**src/rtl/lcd_msg_arbiter.sv**
```systemverilog
// lcd_msg_arbiter: shares one LCD controller among three requesters.
//
// A requester raises its req bit and holds it until it sees done or err.
// The arbiter grants the LCD in round-robin order, latches the winner's two
// text lines, raises lcd_sendText, and then waits for lcd_sendingDone or a
// timeout. Afterwards it holds the grant until lcd_sendingDone is low again,
// so that a level-style completion flag is never mistaken for the next
// transfer's completion.
//
// Ports:
//   CLK              clock, rising edge
//   RESET            asynchronous active-high reset
//   req[2:0]         per-requester display request
//   line1_0..2       line-1 text of requester 0/1/2 (8*LINE_LENGTH bits)
//   line2_0..2       line-2 text of requester 0/1/2 (8*LINE_LENGTH bits)
//   grant[2:0]       one-hot owner of the LCD, zero when idle
//   done[2:0]        one-cycle pulse to the owner on successful transfer
//   err[2:0]         one-cycle pulse to the owner on timeout
//   lcd_sendText     send request to the LCD controller
//   lcd_line1/2      latched text presented to the LCD controller
//   lcd_sendingDone  completion flag from the LCD controller (pulse or level)

module lcd_msg_arbiter #(
    parameter logic [23:0] TIMEOUT_CYCLES = 24'd5000000,
    parameter int unsigned LINE_LENGTH    = 16
) (
    input  logic                       CLK,
    input  logic                       RESET,
    input  logic [2:0]                 req,
    input  logic [8*LINE_LENGTH-1:0]   line1_0,
    input  logic [8*LINE_LENGTH-1:0]   line1_1,
    input  logic [8*LINE_LENGTH-1:0]   line1_2,
    input  logic [8*LINE_LENGTH-1:0]   line2_0,
    input  logic [8*LINE_LENGTH-1:0]   line2_1,
    input  logic [8*LINE_LENGTH-1:0]   line2_2,
    output logic [2:0]                 grant,
    output logic [2:0]                 done,
    output logic [2:0]                 err,
    output logic                       lcd_sendText,
    output logic [8*LINE_LENGTH-1:0]   lcd_line1,
    output logic [8*LINE_LENGTH-1:0]   lcd_line2,
    input  logic                       lcd_sendingDone
);

    localparam int unsigned LineW = 8 * LINE_LENGTH;

    // Last counter value before a timeout fires; the counter saturates here.
    localparam logic [23:0] TimeoutLast = TIMEOUT_CYCLES - 24'd1;

    typedef enum logic [1:0] {
        StIdle,
        StSend,
        StRelease
    } state_e;

    state_e             state_q, state_d;
    logic [2:0]         grant_q, grant_d;
    logic [2:0]         done_q, done_d;
    logic [2:0]         err_q, err_d;
    logic               send_q, send_d;
    logic [LineW-1:0]   line1_q, line1_d;
    logic [LineW-1:0]   line2_q, line2_d;
    logic [1:0]         ptr_q, ptr_d;
    logic [23:0]        cnt_q, cnt_d;

    logic               pick_valid;
    logic [1:0]         pick_idx;
    logic [1:0]         owner_idx;
    logic [LineW-1:0]   pick_line1;
    logic [LineW-1:0]   pick_line2;

    // (base + off) mod 3 for base, off in 0..2.
    function automatic logic [1:0] rr_idx(input logic [1:0] base, input logic [1:0] off);
        logic [2:0] sum;
        sum = {1'b0, base} + {1'b0, off};
        if (sum >= 3'd3) begin
            sum = sum - 3'd3;
        end
        return sum[1:0];
    endfunction

    // Round-robin pick: scan offsets from farthest to nearest so the
    // requester closest to ptr_q is the one left standing.
    always_comb begin
        logic [1:0] idx;
        pick_valid = 1'b0;
        pick_idx   = 2'd0;
        for (int off = 2; off >= 0; off--) begin
            idx = rr_idx(ptr_q, 2'(off));
            if (req[idx]) begin
                pick_valid = 1'b1;
                pick_idx   = idx;
            end
        end
    end

    always_comb begin
        pick_line1 = line1_0;
        pick_line2 = line2_0;
        unique case (pick_idx)
            2'd1: begin
                pick_line1 = line1_1;
                pick_line2 = line2_1;
            end
            2'd2: begin
                pick_line1 = line1_2;
                pick_line2 = line2_2;
            end
            default: begin
                pick_line1 = line1_0;
                pick_line2 = line2_0;
            end
        endcase
    end

    always_comb begin
        owner_idx = 2'd0;
        if (grant_q[1]) begin
            owner_idx = 2'd1;
        end
        if (grant_q[2]) begin
            owner_idx = 2'd2;
        end
    end

    always_comb begin
        state_d = state_q;
        grant_d = grant_q;
        done_d  = 3'b000;
        err_d   = 3'b000;
        send_d  = send_q;
        line1_d = line1_q;
        line2_d = line2_q;
        ptr_d   = ptr_q;
        cnt_d   = cnt_q;

        unique case (state_q)
            StIdle: begin
                if (pick_valid) begin
                    grant_d           = 3'b000;
                    grant_d[pick_idx] = 1'b1;
                    line1_d           = pick_line1;
                    line2_d           = pick_line2;
                    send_d            = 1'b1;
                    cnt_d             = 24'd0;
                    state_d           = StSend;
                end
            end

            StSend: begin
                // Completion takes priority over a coincident timeout.
                if (lcd_sendingDone) begin
                    done_d  = grant_q;
                    send_d  = 1'b0;
                    ptr_d   = rr_idx(owner_idx, 2'd1);
                    state_d = StRelease;
                end else if (cnt_q == TimeoutLast) begin
                    err_d   = grant_q;
                    send_d  = 1'b0;
                    ptr_d   = rr_idx(owner_idx, 2'd1);
                    state_d = StRelease;
                end else begin
                    cnt_d = cnt_q + 24'd1;
                end
            end

            StRelease: begin
                if (!lcd_sendingDone) begin
                    grant_d = 3'b000;
                    state_d = StIdle;
                end
            end

            default: begin
                state_d = StIdle;
                grant_d = 3'b000;
                send_d  = 1'b0;
            end
        endcase
    end

    always_ff @(posedge CLK or posedge RESET) begin
        if (RESET) begin
            state_q <= StIdle;
            grant_q <= 3'b000;
            done_q  <= 3'b000;
            err_q   <= 3'b000;
            send_q  <= 1'b0;
            line1_q <= '0;
            line2_q <= '0;
            ptr_q   <= 2'd0;
            cnt_q   <= 24'd0;
        end else begin
            state_q <= state_d;
            grant_q <= grant_d;
            done_q  <= done_d;
            err_q   <= err_d;
            send_q  <= send_d;
            line1_q <= line1_d;
            line2_q <= line2_d;
            ptr_q   <= ptr_d;
            cnt_q   <= cnt_d;
        end
    end

    assign grant        = grant_q;
    assign done         = done_q;
    assign err          = err_q;
    assign lcd_sendText = send_q;
    assign lcd_line1    = line1_q;
    assign lcd_line2    = line2_q;

endmodule

```
**config.mk**
```make
export PLATFORM = sky130hd
export DESIGN_NAME = lcd_msg_arbiter
export DESIGN_NICKNAME = d
export VERILOG_FILES = /design/src/rtl/lcd_msg_arbiter.sv
export SDC_FILE = /design/constraint.sdc
export NUM_CORES = 1
export LEC_CHECK = 0
export BUFFER_PORTS_ARGS = -buffer_cell sky130_fd_sc_hd__buf_4
export CORE_AREA = 2 2 403 405
export CTS_CLUSTER_DIAMETER = 80
export DETAILED_ROUTE_END_ITERATION = 10
export DIE_AREA = 0 0 405 407
export MAX_ROUTING_LAYER = met4
export PLACE_DENSITY = 0.3
export SYNTH_ARGS = -nofsm -noshare
export SYNTH_HDL_FRONTEND = slang
export SYNTH_SLANG_ARGS = --single-unit
```
**constraint.sdc**
```tcl
create_clock -name CLK -period 13.6 [get_ports CLK]
set_input_delay 2.72 -clock CLK [delete_from_list [all_inputs] [get_ports CLK]]
set_output_delay 2.72 -clock CLK [all_outputs]
set_load 0.1 [all_outputs]
```
# Word-level counts from Yosys, hierarchy flattened
# Cells that the tools add are included.
dict set report totals {
  out_inout_bits 266
  word_cells 92
  inputBits 774
  regBits 294
}
dict set report classes {
  order_cmp 9
  n_addsub 8
  mux 44
  n_reduce_logical 10
  bitwise 2
  eq_ne 10
}
# cell count
set op_table {}
lappend op_table {{$pmux W128 S2} 2}
lappend op_table {{$mux W24} 3}
lappend op_table {{$pmux W24 S2} 1}
lappend op_table {{$mux W2} 14}
lappend op_table {{$add A24 B1 Y24 const B} 1}
lappend op_table {{$eq A24 B23 Y1 const B} 1}
lappend op_table {{$mux W3} 6}
lappend op_table {{$lt A2 B3 Y1 const B} 4}
lappend op_table {{$mux W1} 11}
lappend op_table {{$ge A3 B2 Y1 const B} 3}
lappend op_table {{$pmux W3 S3} 1}
lappend op_table {{$ne A2 B2 Y1 const B} 4}
lappend op_table {{$sub A2 B2 Y2 const B} 4}
lappend op_table {{$add A2 B1 Y3 const B} 2}
lappend op_table {{$bmux W1 S2} 3}
lappend op_table {{$pmux W2 S3} 1}
lappend op_table {{$reduce_and A2 Y1} 3}
lappend op_table {{$reduce_and A3 Y1} 2}
lappend op_table {{$eq A2 B1 Y1 const B} 2}
lappend op_table {{$eq A2 B2 Y1 const B} 2}
lappend op_table {{$reduce_and A4 Y1} 1}
lappend op_table {{$reduce_bool A2 Y1} 2}
lappend op_table {{$add A2 B2 Y3 const B} 1}
lappend op_table {{$ne A3 B3 Y1 const B} 1}
lappend op_table {{other kinds (7)} 8}

# Longest topological paths before layout
dict set report depth {
  depth_word 14
  depth_mapped 16
  mapped_depth_nobuf 12
}

# Worst setup path after synthesis
# Ideal clock, no wire load.
dict set report synth_timing {
  path_kind {input to register}
  startpoint {in req[1]}
  endpoint {reg line1_q[10] (netlist: lcd_line1[10])}
  slack_ns 8.445
  cell_stages 14
  arrival_ns 5.023
  cell_sequence {inv_1 -> a21o_1 -> nand3_1 -> o21a_1 -> o22a_1 -> ha_1 -> clkbuf_1 -> buf_2 -> clkbuf_1 -> clkbuf_1 -> buf_1 -> nand2_1 -> o21ai_0 -> o21ai_1}
}
dict set report synth_between {
  elab_chain_len 7
}
# item line
set synth_lines {}
lappend synth_lines {{start: declaration} 29} ;# input logic [2:0] req,
lappend synth_lines {{$bmux W1 S2} 90} ;# if (req[idx]) begin
lappend synth_lines {{$mux W1 (implied by the code)} 90}
lappend synth_lines {{$mux W2 (3 in series)} 90}
lappend synth_lines {{$eq A2 B2 Y1 or $eq A2 B1 Y1 (tied branches)} 100} ;# unique case (pick_idx)
lappend synth_lines {{$pmux W128 S2} 100}
lappend synth_lines {{end signal: assignment} 199} ;# line1_q <= line1_d;
lappend synth_lines {{end: declaration} 61} ;# logic [LineW-1:0] line1_q, line1_d;
# Several ways; a longest one is shown, not always the timed one. The select of a mux whose other input is x is not followed.
# A chain may end at the register's enable or synchronous reset.

# Worst setup path after layout
dict set report layout_timing {
  startpoint {in req[1]}
  endpoint {reg line2_q[123] (netlist: lcd_line2[123])}
}
dict set report layout_between {
  elab_chain_len 7
}
# item line
set layout_lines {}
lappend layout_lines {{$bmux W1 S2} 90}
lappend layout_lines {{$mux W1 (implied by the code)} 90}
lappend layout_lines {{$mux W2 (3 in series)} 90}
lappend layout_lines {{$eq A2 B2 Y1 or $eq A2 B1 Y1 (tied branches)} 100}
lappend layout_lines {{$pmux W128 S2} 100}
lappend layout_lines {{end signal: assignment} 200} ;# line2_q <= line2_d;
lappend layout_lines {{end: declaration} 62} ;# logic [LineW-1:0] line2_q, line2_d;
# Several ways; a longest one is shown, not always the timed one. The select of a mux whose other input is x is not followed.

==> run summary <==
The flow ran to the end, and the final reports show no timing, DRC or antenna violations. Measured along the x axis, the die boundary spans 405 um. The logs give 147 for the floorplan row count and 14.13 ns for the required arrival time at the worst endpoint. Counting flops with an async set or reset pin after synthesis yields a share of 100%. The via count of the first global-routing pass was 18600.

The most area-hungry cell type in the Yosys netlist is dfrtp_1. The run gives 2720 as the total nets after synthesis. In this run the critical register-to-register path is launched from ptr_q[0]$_DFFE_PP0P_. For flop-to-flop paths, the worst setup slack is 8.94 ns.

The initial antenna violation count was 38; the total routed wirelength was 112000 um. The buffer count from post-CTS setup fixing is 0, and the DRC violation count after routing is 0. Global routing finished with a remaining overflow of 0. For this run, the total global-route usage over all layers was measured as 13.3%. The count of placed standard cells in the final layout, fillers left out is 5087, and the number of enable flip-flop cells after synthesis is 0. The critical path in this run is classified as primary input to flop. From synthesis to final layout, the design area changed by 74.6%.

The cell area after placement is 0.0257 mm2. Data arrives at the worst endpoint at 6.56 ns. The H-tree was split into 2 levels.

After clock tree synthesis, the flow added hold-fix buffers numbering 0. Clock root buffer: clkbuf_16. The run gives 0.0269 ns as the worst clock skew. Headroom to the max-slew limit came out at 32.8%. For this run, the top clock speed supported by timing is 166 MHz. The total die area was 0.165 mm2. The minimum period implied by the final worst setup slack was 6.03 ns; the synthesized instance count was 1939.

The starting density of the core was 9.79%; the clock transition time at the flip-flop clock pins of the worst setup and hold paths was 0.06 ns. The tool flagged a number of max-cap violations equal to 0. The proportion of layout cells with a drive suffix above 1 works out to 39.7%.

The synthesized area was 0.0157 mm2. The top-area cell type share of the netlist area works out to 46.9%. Most common cell in the synthesized netlist: nand2_1.

The via density per instance is 3.56. The number of hold-slack violations in the final timing report came out at 0. The critical path ends at lcd_line2[123]$_DFFE_PP0P_. The logs give 0.0274 mm2 for the cell area after layout and 1040 for the number of top-level pins. In the final design database the tool counted 3646 nets. The tightest min-delay check is of the flop to flop type.

The tools report the startpoint type of the worst setup path as a primary input. TritonCTS built the clock tree. The first detailed-routing pass ran for 5 iterations. The buffer levels on the longest clock path was 3. The number of CTS-inserted buffers was 48. Count of different cell masters after synthesis: 53. The final clock period utilization by the worst path is 44.3%. The count of input and output buffers is 1039. The core region is 0.160 mm2. Among all flip-flop cells after synthesis, the most frequent one is dfrtp_1. By count the netlist is led by 527 x nand2_1, 294 x dfrtp_1, 282 x o21ai_0.

Counting cells, the worst reg-to-reg path comes to 14. Dividing the synthesized area by the synthesized cell count gives 8.09 um2. The tools report the number of vias in the routed layout as 18100.

For this run, the number of Yosys warnings is 0. The routability-driven placement congestion ratio came out at 0.861. The critical path startpoint was req[1].

The clock reaches the later pin of the worst-skew pair after 0.62 ns. Cells fill 17.1% of the core in the end. Entering global routing, the biggest net connects 175 pins. Setup repair after global routing left no endpoint under its margin. Counting flops and latches in the post-synthesis netlist gives 294. The detailed router finished its first iteration with 1147 violations. Once detail routing completed, the nets flagged for antenna violations numbered 0.

The logs give 0 for the number of setup violations in the final report and 0 for the post-cts sizing count. The first global-routing pass estimated 150000 um of wire. The total number of clock tree sinks is 294.

The largest driver fanout on the critical path was 71. Once detailed placement completed, the half-perimeter wirelength came to 89100 um. The worst register-to-register path ends at lcd_line2[123]$_DFFE_PP0P_. The sequential share of the synthesized area was 46.9%; the transition time of the tightest slew-check pin was 1.01 ns. By area the synthesized netlist is led by dfrtp_1 47%, nand2_1 13%, a22oi_1 12%, o21ai_0 9.0%, o21ai_1 7.6%. The max-slew violation count is 0, and the setup TNS after final layout is 0 ns. The tools report the endpoint kind of the worst setup timing path as a flop. After detailed routing, the average wire length per cell comes to 22.1 um. The number of placed instances, taps included, is 4975. From bottom edge to top edge, the die measures 407 um.
-- cells in the final DEF (no fill, tap or decap), types with 7 or more instances in the layout --
| cell | n |
|---|---|
| o21ai_1 | 237 |
| clkbuf_16 | 48 |
| a31oi_1 | 10 |
| nand2_1 | 527 |
| nand4_1 | 8 |
| and3_1 | 15 |
| clkbuf_1 | 8 |
| o21ai_0 | 282 |
| nand3_1 | 19 |
| clkbuf_8 | 10 |
| a22o_1 | 7 |
| dfrtp_1 | 294 |
| inv_1 | 8 |
| diode_2 | 26 |
| a21oi_1 | 14 |
| buf_4 | 1053 |
| nor2_1 | 11 |
| a22oi_1 | 255 |
-- layout make-up --
type                            count  area (um2)
Clock buffer                       66        1370
Sequential cell                   294        7360
Multi-Input combinational cell   1453        7590
Clock inverter                     20         251
Tap cell                         2160        2700
Antenna cell                       26        65.1
Timing Repair Buffer             1058        8010
Inverter                           10        45.0
Fill cell                       18300      133000
-- metrics by stage --
step | setup WS [ns] | hold WS [ns]
2_1_floorplan | 2.76 | 0.473
3_3_place_gp | 6.93 | 0.467
3_5_place_dp | 6.91 | 0.475
4_1_cts | 7.60 | 0.488
5_1_grt | 7.30 | 0.502
6_report | 7.57 | 0.481
-- logic make-up after synthesis --
| kind of cell | count (synthesis) | synth area share (%) |
|---|---|---|
| flops | 294 | 46.9 |
| simple gates | 604 | 15.4 |
| fa+ha+maj | 7 | 0.558 |
| compound gates | 833 | 31.6 |
| mux | 3 | 0.199 |
| buf+inv | 192 | 5.00 |
| xor+xnor | 6 | 0.335 |
-- state kept, by name (all words and copies together) (netlist names) --
register and count:
grant 3, lcd_line1 128, done 3, state_q 2
cnt_q 24, lcd_sendText 1, err 3, ptr_q 2
lcd_line2 128
-- critical path, stage by stage --
cell	delay, ns
buf_4	0.11
inv_1	0.05
a21o_1	0.16
nand3_1	0.09
o21a_1	0.12
o22a_1	0.24
ha_4	0.64
buf_4	0.77
buf_4	0.79
a22oi_1	0.23
nand2_1	0.12
o21ai_0	0.10
o21ai_1	0.16
-- per-layer routing --
metal  up-vias  global-route usage (%)  routed length (um)
met3       108                    4.14                8690
met1      8563                    14.3               42700
li1       8815                       -                   -
met2       646                    23.1               58600
met4         0                    4.16                2440
met5         -                       -                   0
-- how the worst min path moves through the flow --
stage	slack, ns	start	depth (start not counted)	end
after floorplan	0.47	cnt_q[7]$_DFFE_PP0P_	1	cnt_q[7]$_DFFE_PP0P_
after global placement	0.47	lcd_line1[96]$_DFFE_PP0P_	2	lcd_line1[96]$_DFFE_PP0P_
after detailed placement	0.47	lcd_line1[111]$_DFFE_PP0P_	2	lcd_line1[111]$_DFFE_PP0P_
after CTS	0.49	lcd_line1[108]$_DFFE_PP0P_	2	lcd_line1[108]$_DFFE_PP0P_
after global routing	0.50	lcd_line1[77]$_DFFE_PP0P_	2	lcd_line1[77]$_DFFE_PP0P_
final	0.48	lcd_line2[5]$_DFFE_PP0P_	2	lcd_line2[5]$_DFFE_PP0P_
Power is left out: the tool's default activity adds up to more than one toggle a clock period on the data nets, which glitch-free logic cannot reach.
